[src/rtl/reg_exec_stage_pkg.sv]
// rtl/reg_exec_stage_pkg.sv - shared widths and ALU op encodings for the execute stage
package reg_exec_stage_pkg;

    localparam int XLEN     = 32;
    localparam int NUM_REGS = 32;
    localparam int REG_AW   = 5;

    typedef enum logic [4:0] {
        ALU_ADD  = 5'd0,
        ALU_SUB  = 5'd1,
        ALU_SLL  = 5'd2,
        ALU_SLT  = 5'd3,
        ALU_SLTU = 5'd4,
        ALU_XOR  = 5'd5,
        ALU_SRL  = 5'd6,
        ALU_SRA  = 5'd7,
        ALU_OR   = 5'd8,
        ALU_AND  = 5'd9
    } alu_op_e;

    function automatic logic is_legal_op(input logic [4:0] op);
        return (op <= 5'd9);
    endfunction

endpackage

[src/rtl/reg_exec_stage_regfile.sv]
// rtl/reg_exec_stage_regfile.sv - 32x32 register file, two read ports plus debug read, x0 fixed at zero
module reg_file_32x32
    import reg_exec_stage_pkg::*;
(
    input  logic              clk,
    input  logic              rst_n,
    input  logic [REG_AW-1:0] raddr1,
    output logic [XLEN-1:0]   rdata1,
    input  logic [REG_AW-1:0] raddr2,
    output logic [XLEN-1:0]   rdata2,
    input  logic [REG_AW-1:0] dbg_raddr,
    output logic [XLEN-1:0]   dbg_rdata,
    input  logic              we,
    input  logic [REG_AW-1:0] waddr,
    input  logic [XLEN-1:0]   wdata
);

    logic [XLEN-1:0] regs_q [NUM_REGS];
    logic [XLEN-1:0] regs_d [NUM_REGS];

    always_comb begin
        for (int i = 0; i < NUM_REGS; i++) begin
            regs_d[i] = regs_q[i];
        end
        if (we && (waddr != '0)) begin
            regs_d[waddr] = wdata;
        end
        regs_d[0] = '0;
    end

    always_ff @(posedge clk or negedge rst_n) begin
        if (!rst_n) begin
            for (int i = 0; i < NUM_REGS; i++) begin
                regs_q[i] <= '0;
            end
        end else begin
            for (int i = 0; i < NUM_REGS; i++) begin
                regs_q[i] <= regs_d[i];
            end
        end
    end

    // Index 0 is gated on read as well so x0 is zero regardless of storage.
    assign rdata1    = (raddr1 == '0)    ? '0 : regs_q[raddr1];
    assign rdata2    = (raddr2 == '0)    ? '0 : regs_q[raddr2];
    assign dbg_rdata = (dbg_raddr == '0) ? '0 : regs_q[dbg_raddr];

endmodule

[src/rtl/reg_exec_stage.sv]
// rtl/reg_exec_stage.sv - execute stage: regfile read, ALU, write-back and registered result port
module reg_exec_stage
    import reg_exec_stage_pkg::*;
(
    input  logic              clk,
    input  logic              rst_n,
    input  logic              in_valid,
    output logic              in_ready,
    input  logic [REG_AW-1:0] rs1,
    input  logic [REG_AW-1:0] rs2,
    input  logic [REG_AW-1:0] rd,
    input  logic [4:0]        alu_control,
    output logic              out_valid,
    input  logic              out_ready,
    output logic [REG_AW-1:0] out_rd,
    output logic [XLEN-1:0]   out_result,
    output logic              out_illegal,
    input  logic [REG_AW-1:0] dbg_raddr,
    output logic [XLEN-1:0]   dbg_rdata,
    output logic [31:0]       retire_cnt
);

    logic              out_valid_q,   out_valid_d;
    logic [REG_AW-1:0] out_rd_q,      out_rd_d;
    logic [XLEN-1:0]   out_result_q,  out_result_d;
    logic              out_illegal_q, out_illegal_d;
    logic [31:0]       retire_cnt_q,  retire_cnt_d;

    logic              accept;
    logic [XLEN-1:0]   op1;
    logic [XLEN-1:0]   op2;
    logic [XLEN-1:0]   alu_result;
    logic              alu_illegal;
    logic [4:0]        shamt;

    assign in_ready = !out_valid_q || out_ready;
    assign accept   = in_valid && in_ready;

    reg_file_32x32 u_rf (
        .clk       (clk),
        .rst_n     (rst_n),
        .raddr1    (rs1),
        .rdata1    (op1),
        .raddr2    (rs2),
        .rdata2    (op2),
        .dbg_raddr (dbg_raddr),
        .dbg_rdata (dbg_rdata),
        .we        (accept && !alu_illegal),
        .waddr     (rd),
        .wdata     (alu_result)
    );

    assign shamt = op2[4:0];

    always_comb begin
        alu_result  = '0;
        alu_illegal = 1'b0;
        case (alu_control)
            ALU_ADD:  alu_result = op1 + op2;
            ALU_SUB:  alu_result = op1 - op2;
            ALU_SLL:  alu_result = op1 << shamt;
            ALU_SLT:  alu_result = {{(XLEN-1){1'b0}}, ($signed(op1) < $signed(op2))};
            ALU_SLTU: alu_result = {{(XLEN-1){1'b0}}, (op1 < op2)};
            ALU_XOR:  alu_result = op1 ^ op2;
            ALU_SRL:  alu_result = op1 >> shamt;
            ALU_SRA:  alu_result = $unsigned($signed(op1) >>> shamt);
            ALU_OR:   alu_result = op1 | op2;
            ALU_AND:  alu_result = op1 & op2;
            default:  alu_illegal = 1'b1;
        endcase
    end

    // A new accept overrides a simultaneous drain, so out_valid stays high.
    always_comb begin
        out_valid_d   = out_valid_q;
        out_rd_d      = out_rd_q;
        out_result_d  = out_result_q;
        out_illegal_d = out_illegal_q;
        retire_cnt_d  = retire_cnt_q;
        if (accept) begin
            out_valid_d   = 1'b1;
            out_rd_d      = rd;
            out_result_d  = alu_result;
            out_illegal_d = alu_illegal;
            retire_cnt_d  = retire_cnt_q + 32'd1;
        end else if (out_ready) begin
            out_valid_d   = 1'b0;
        end
    end

    always_ff @(posedge clk or negedge rst_n) begin
        if (!rst_n) begin
            out_valid_q   <= 1'b0;
            out_rd_q      <= '0;
            out_result_q  <= '0;
            out_illegal_q <= 1'b0;
            retire_cnt_q  <= '0;
        end else begin
            out_valid_q   <= out_valid_d;
            out_rd_q      <= out_rd_d;
            out_result_q  <= out_result_d;
            out_illegal_q <= out_illegal_d;
            retire_cnt_q  <= retire_cnt_d;
        end
    end

    assign out_valid   = out_valid_q;
    assign out_rd      = out_rd_q;
    assign out_result  = out_result_q;
    assign out_illegal = out_illegal_q;
    assign retire_cnt  = retire_cnt_q;

endmodule
[config.mk]
export PLATFORM = sky130hd
export DESIGN_NAME = reg_exec_stage
export DESIGN_NICKNAME = d
export VERILOG_FILES = /design/src/rtl/reg_exec_stage_pkg.sv /design/src/rtl/reg_exec_stage_regfile.sv /design/src/rtl/reg_exec_stage.sv
export SDC_FILE = /design/constraint.sdc
export NUM_CORES = 2
export LEC_CHECK = 0
export ABC_CLOCK_PERIOD_IN_PS = 6100
export CAP_MARGIN = 0
export CORE_UTILIZATION = 45
export DETAILED_ROUTE_END_ITERATION = 8
export DONT_BUFFER_PORTS = 1
export GPL_TIMING_DRIVEN = 0
export PLACE_DENSITY = 0.58
export SETUP_SLACK_MARGIN = 0.15
export SLEW_MARGIN = 30
export SYNTH_ARGS = -nofsm -noshare
export SYNTH_HDL_FRONTEND = slang
export SYNTH_SLANG_ARGS = --single-unit
export TNS_END_PERCENT = 1
[constraint.sdc]
create_clock -name clk -period 6.1 [get_ports clk]
set_clock_uncertainty 0.2 [all_clocks]
set_input_delay 0.61 -clock clk [delete_from_list [all_inputs] [get_ports clk]]
set_output_delay 0.61 -clock clk [all_outputs]
set_load 0.02 [all_outputs]
==> impl_metrics.tcl <==
set metrics [dict create \
    status "finished, violations left" \
    violations "hold timing, capacitance limit, slew limit, setup timing" \
    dieArea_sq_mm 0.164 \
    synth_area_sq_mm 0.0730 \
    io_buffers 0 \
    r2r_setup_slack_ns -0.24 \
    mostFrequentLayoutCell "dfrtp_1" \
    hold_class "input port to flip-flop" \
    cpMaxStageDelayCell "o32ai_2" \
    grt-ovfl-total 0 \
    placed_area_sq_mm 0.0772 \
    final_cell_mix "dfrtp_1, mux4_2, nand2_1" \
    cts-root-buf "clkbuf_16" \
    ys_types 106 \
    die_h_microns 405 \
    synth_enable_flop_cells 0 \
    layout_setup_ws_ns -0.242 \
    drt-wirelength-per-cell_microns 49.4 \
    fin_crit_sh 1.04 \
    syn_inst 6395 \
    cp.arrival_ns 6.78 \
    maxSlewHeadroom -0.250 \
    ys_warn_count 0 \
    timing.max_cap.violations 1 \
    busiest_layer "met2" \
    cts-buffers-inserted 130 \
    core_area_sq_mm 0.161 \
    io_pins 133 \
    period_minus_slack_ns 6.34 \
    timing.hold.ws_ns -0.00742 \
    synth_seq_area_share 0.364 \
    routed_wl_microns 453000 \
    use_met1 0.601 \
    p_per_area_mw_per_mm2 244 \
    avgViaCountPerCell 7.56 \
    place_hpwl_microns 330000 \
    worst_path_most_repeated_cell "buf_2" \
    vias 69216 \
    slowest_delay_ns 1.52 \
    route.detailed.drc 0 \
    tightestPinTransition_ns 1.88 \
    hold_viol_final 1 \
    dp.cells 8616 \
    final_max_slew_viol_count 2 \
    fp.dieW_microns 405 \
    start_kind "flip-flop" \
    pre_cts_ws_ns -4.50 \
    synthArstFlopShare 1.00 \
    nets 7004 \
    start_util 0.454 \
    crit_path_end_kind "flip-flop" \
    cp.required_ns 6.54 \
    cts_tree "built" \
    grt_pass1_vias 64216 \
    clkTransAtPathRegs_ns 0.06 \
    grtUsageTotal 0.549 \
    area_delta_synth_final_pct 22.0 \
    met2_usage 0.746 \
    ir_worst_vdd_uv 307 \
    avgSynthCellArea_sq_um 11.4 \
    clock_sinks 1063 \
    ant_nets 0 \
    use_met3 0.296 \
    ys.flop_type "dfrtp_1" \
    final-instance-count-excl-fill 9160 \
    cts-htree-levels 4 \
    grt_pass1_wl_microns 594000 \
    dr.first_iter.drc_count 11997 \
    fin_area_sq_mm 0.0891 \
    p_leak_uw 0.0376 \
    rows 147 \
    max_freq_mhz 158 \
    globalplace.congestion 1.16 \
    setup_viol 174 \
    worstSkewPairLatency_ns 0.83 \
    clock_path_buffers 3 \
    rsz0062_at_grt "true" \
    drive_gt1_frac 0.380 \
    path_max_fanout 10 \
    grt_start_max_net_pins 1064 \
    drt_pass1_iterations 8 \
    antenna_found_initial 36 \
    path_cells "mux4_2 -> o22ai_1 -> o31ai_4 -> buf_12 -> buf_4 -> buf_2 -> buf_2 -> nor2_1 -> o32ai_2 -> a21oi_1 -> a22oi_1 -> and4_1 -> clkbuf_4 -> buf_2 -> a31oi_1" \
    ys_ff_latch 1063 \
    syn_nets 6524 \
    total_power_uw 21700 \
    crit_type "flip-flop to flip-flop" \
]
## final timing paths
kind / startpoint / to / depth (start not counted)
max in group asynchronous: rst_n / retire_cnt[8]$_DFFE_PN0P_ / 5
min in group asynchronous: rst_n / u_rf.regs_q[93]$_DFFE_PN0P_ / 2
min reg2reg: u_rf.regs_q[209]$_DFFE_PN0P_ / u_rf.regs_q[209]$_DFFE_PN0P_ / 2
max: u_rf.regs_q[738]$_DFFE_PN0P_ / u_rf.regs_q[923]$_DFFE_PN0P_ / 15
min: alu_control[4] / out_illegal$_DFFE_PN0P_ / 3
max reg2reg: u_rf.regs_q[738]$_DFFE_PN0P_ / u_rf.regs_q[923]$_DFFE_PN0P_ / 15
## power by group
| part | internal [uW] | switching [uW] |
|---|---|---|
| logic | 1990 | 3570 |
| registers | 7410 | 473 |
| clock network | 4710 | 3590 |
| total | 14100 | 7630 |
## cells in the mapped netlist (45+ instances only)
cell type | count | area share
o22ai_1 | 57 | 0.0049
mux2i_1 | 278 | 0.038
inv_1 | 92 | 0.0047
nor2_1 | 306 | 0.016
dfrtp_1 | 1063 | 0.36
a21oi_1 | 107 | 0.0073
o21ai_0 | 540 | 0.037
mux2_2 | 545 | 0.084
a22oi_1 | 95 | 0.0098
a221oi_1 | 54 | 0.0065
nor3_1 | 61 | 0.0042
nand3_1 | 75 | 0.0051
nand2_1 | 742 | 0.038
a31oi_1 | 90 | 0.0077
a22o_1 | 52 | 0.0062
clkbuf_1 | 438 | 0.023
buf_2 | 121 | 0.0083
xnor2_1 | 45 | 0.0054
ha_1 | 98 | 0.017
mux4_2 | 744 | 0.23
buf_1 | 50 | 0.0026
o21ai_1 | 92 | 0.0063
## kinds of logic (layout without fill, tap and decap cells)
| family | count (synthesis) | after routing | share of synthesized area |
|---|---|---|---|
| AOI/OAI and AO/OA | 1425 | 1425 | 0.126 |
| xor gates and xnor gates | 59 | 59 | 0.00708 |
| muxes | 1600 | 1600 | 0.358 |
| adders and majority gates | 100 | 100 | 0.0173 |
| and+or+nand+nor | 1385 | 1385 | 0.0823 |
| buffers and inverters | 763 | 1348 | 0.0453 |
| other | 0 | 20 | 0 |
| DFF | 1063 | 1063 | 0.364 |
## cell type report
cell class	instances	area (sq um)
Antenna cell	20	50.0
Buffer	660	5700
Clock buffer	181	3730
Clock inverter	56	707
Fill cell	13808	71700
Inverter	101	399
Multi-Input combinational cell	4569	45400
Sequential cell	1063	26600
Tap cell	2160	2700
Timing Repair Buffer	350	3810
## metal layers
layer / wire length (microns) / vias to the layer above
met1: 145000 / 35249
li1: - / 25503
met4: 53800 / 48
met5: 968 / -
met2: 183000 / 6387
met3: 69900 / 2029
## through the flow
| stage | setup TNS [ns] | util | hold WS [ns] |
|---|---|---|---|
| final | -20.17 | 0.554 | -0.00742 |
| after global routing | -0.0220 | 0.554 | 0.0259 |
| after CTS | 0 | 0.534 | -0.692 |
| after detailed placement | -3266.94 | 0.480 | 0.141 |
| after global placement | -4298.74 | 0.472 | 0.141 |
| after floorplan | 0 | - | 0.114 |
## critical path: cells and delay by family, from the launching register on
| kind | cells | cell delay [ns] |
|---|---|---|
| buf+inv | 6 | 1.96 |
| simple gates | 2 | 0.34 |
| flops | 1 | 0.41 |
| compound gates | 6 | 2.94 |
| mux | 1 | 0.26 |
## sequential cells by signal, indices dropped and copies added (netlist names)
register,flops
out_illegal,1
u_rf.regs_q,992
out_rd,5
retire_cnt,32
out_result,32
out_valid,1
## repair_timing
| item | 4_1_cts | 5_1_grt |
|---|---|---|
| gates resized for setup | 759 | 410 |
| buffers inserted | 107 | 157 |
| cloned | 3 | 4 |
| hold buffers | 3 | 2 |
| endpoints found under the setup margin | 1024 | 965 |
| hold endpoints to repair | 1065 | 341 |
| pin swaps | 62 | 62 |
(Power assumes the default switching activity.)
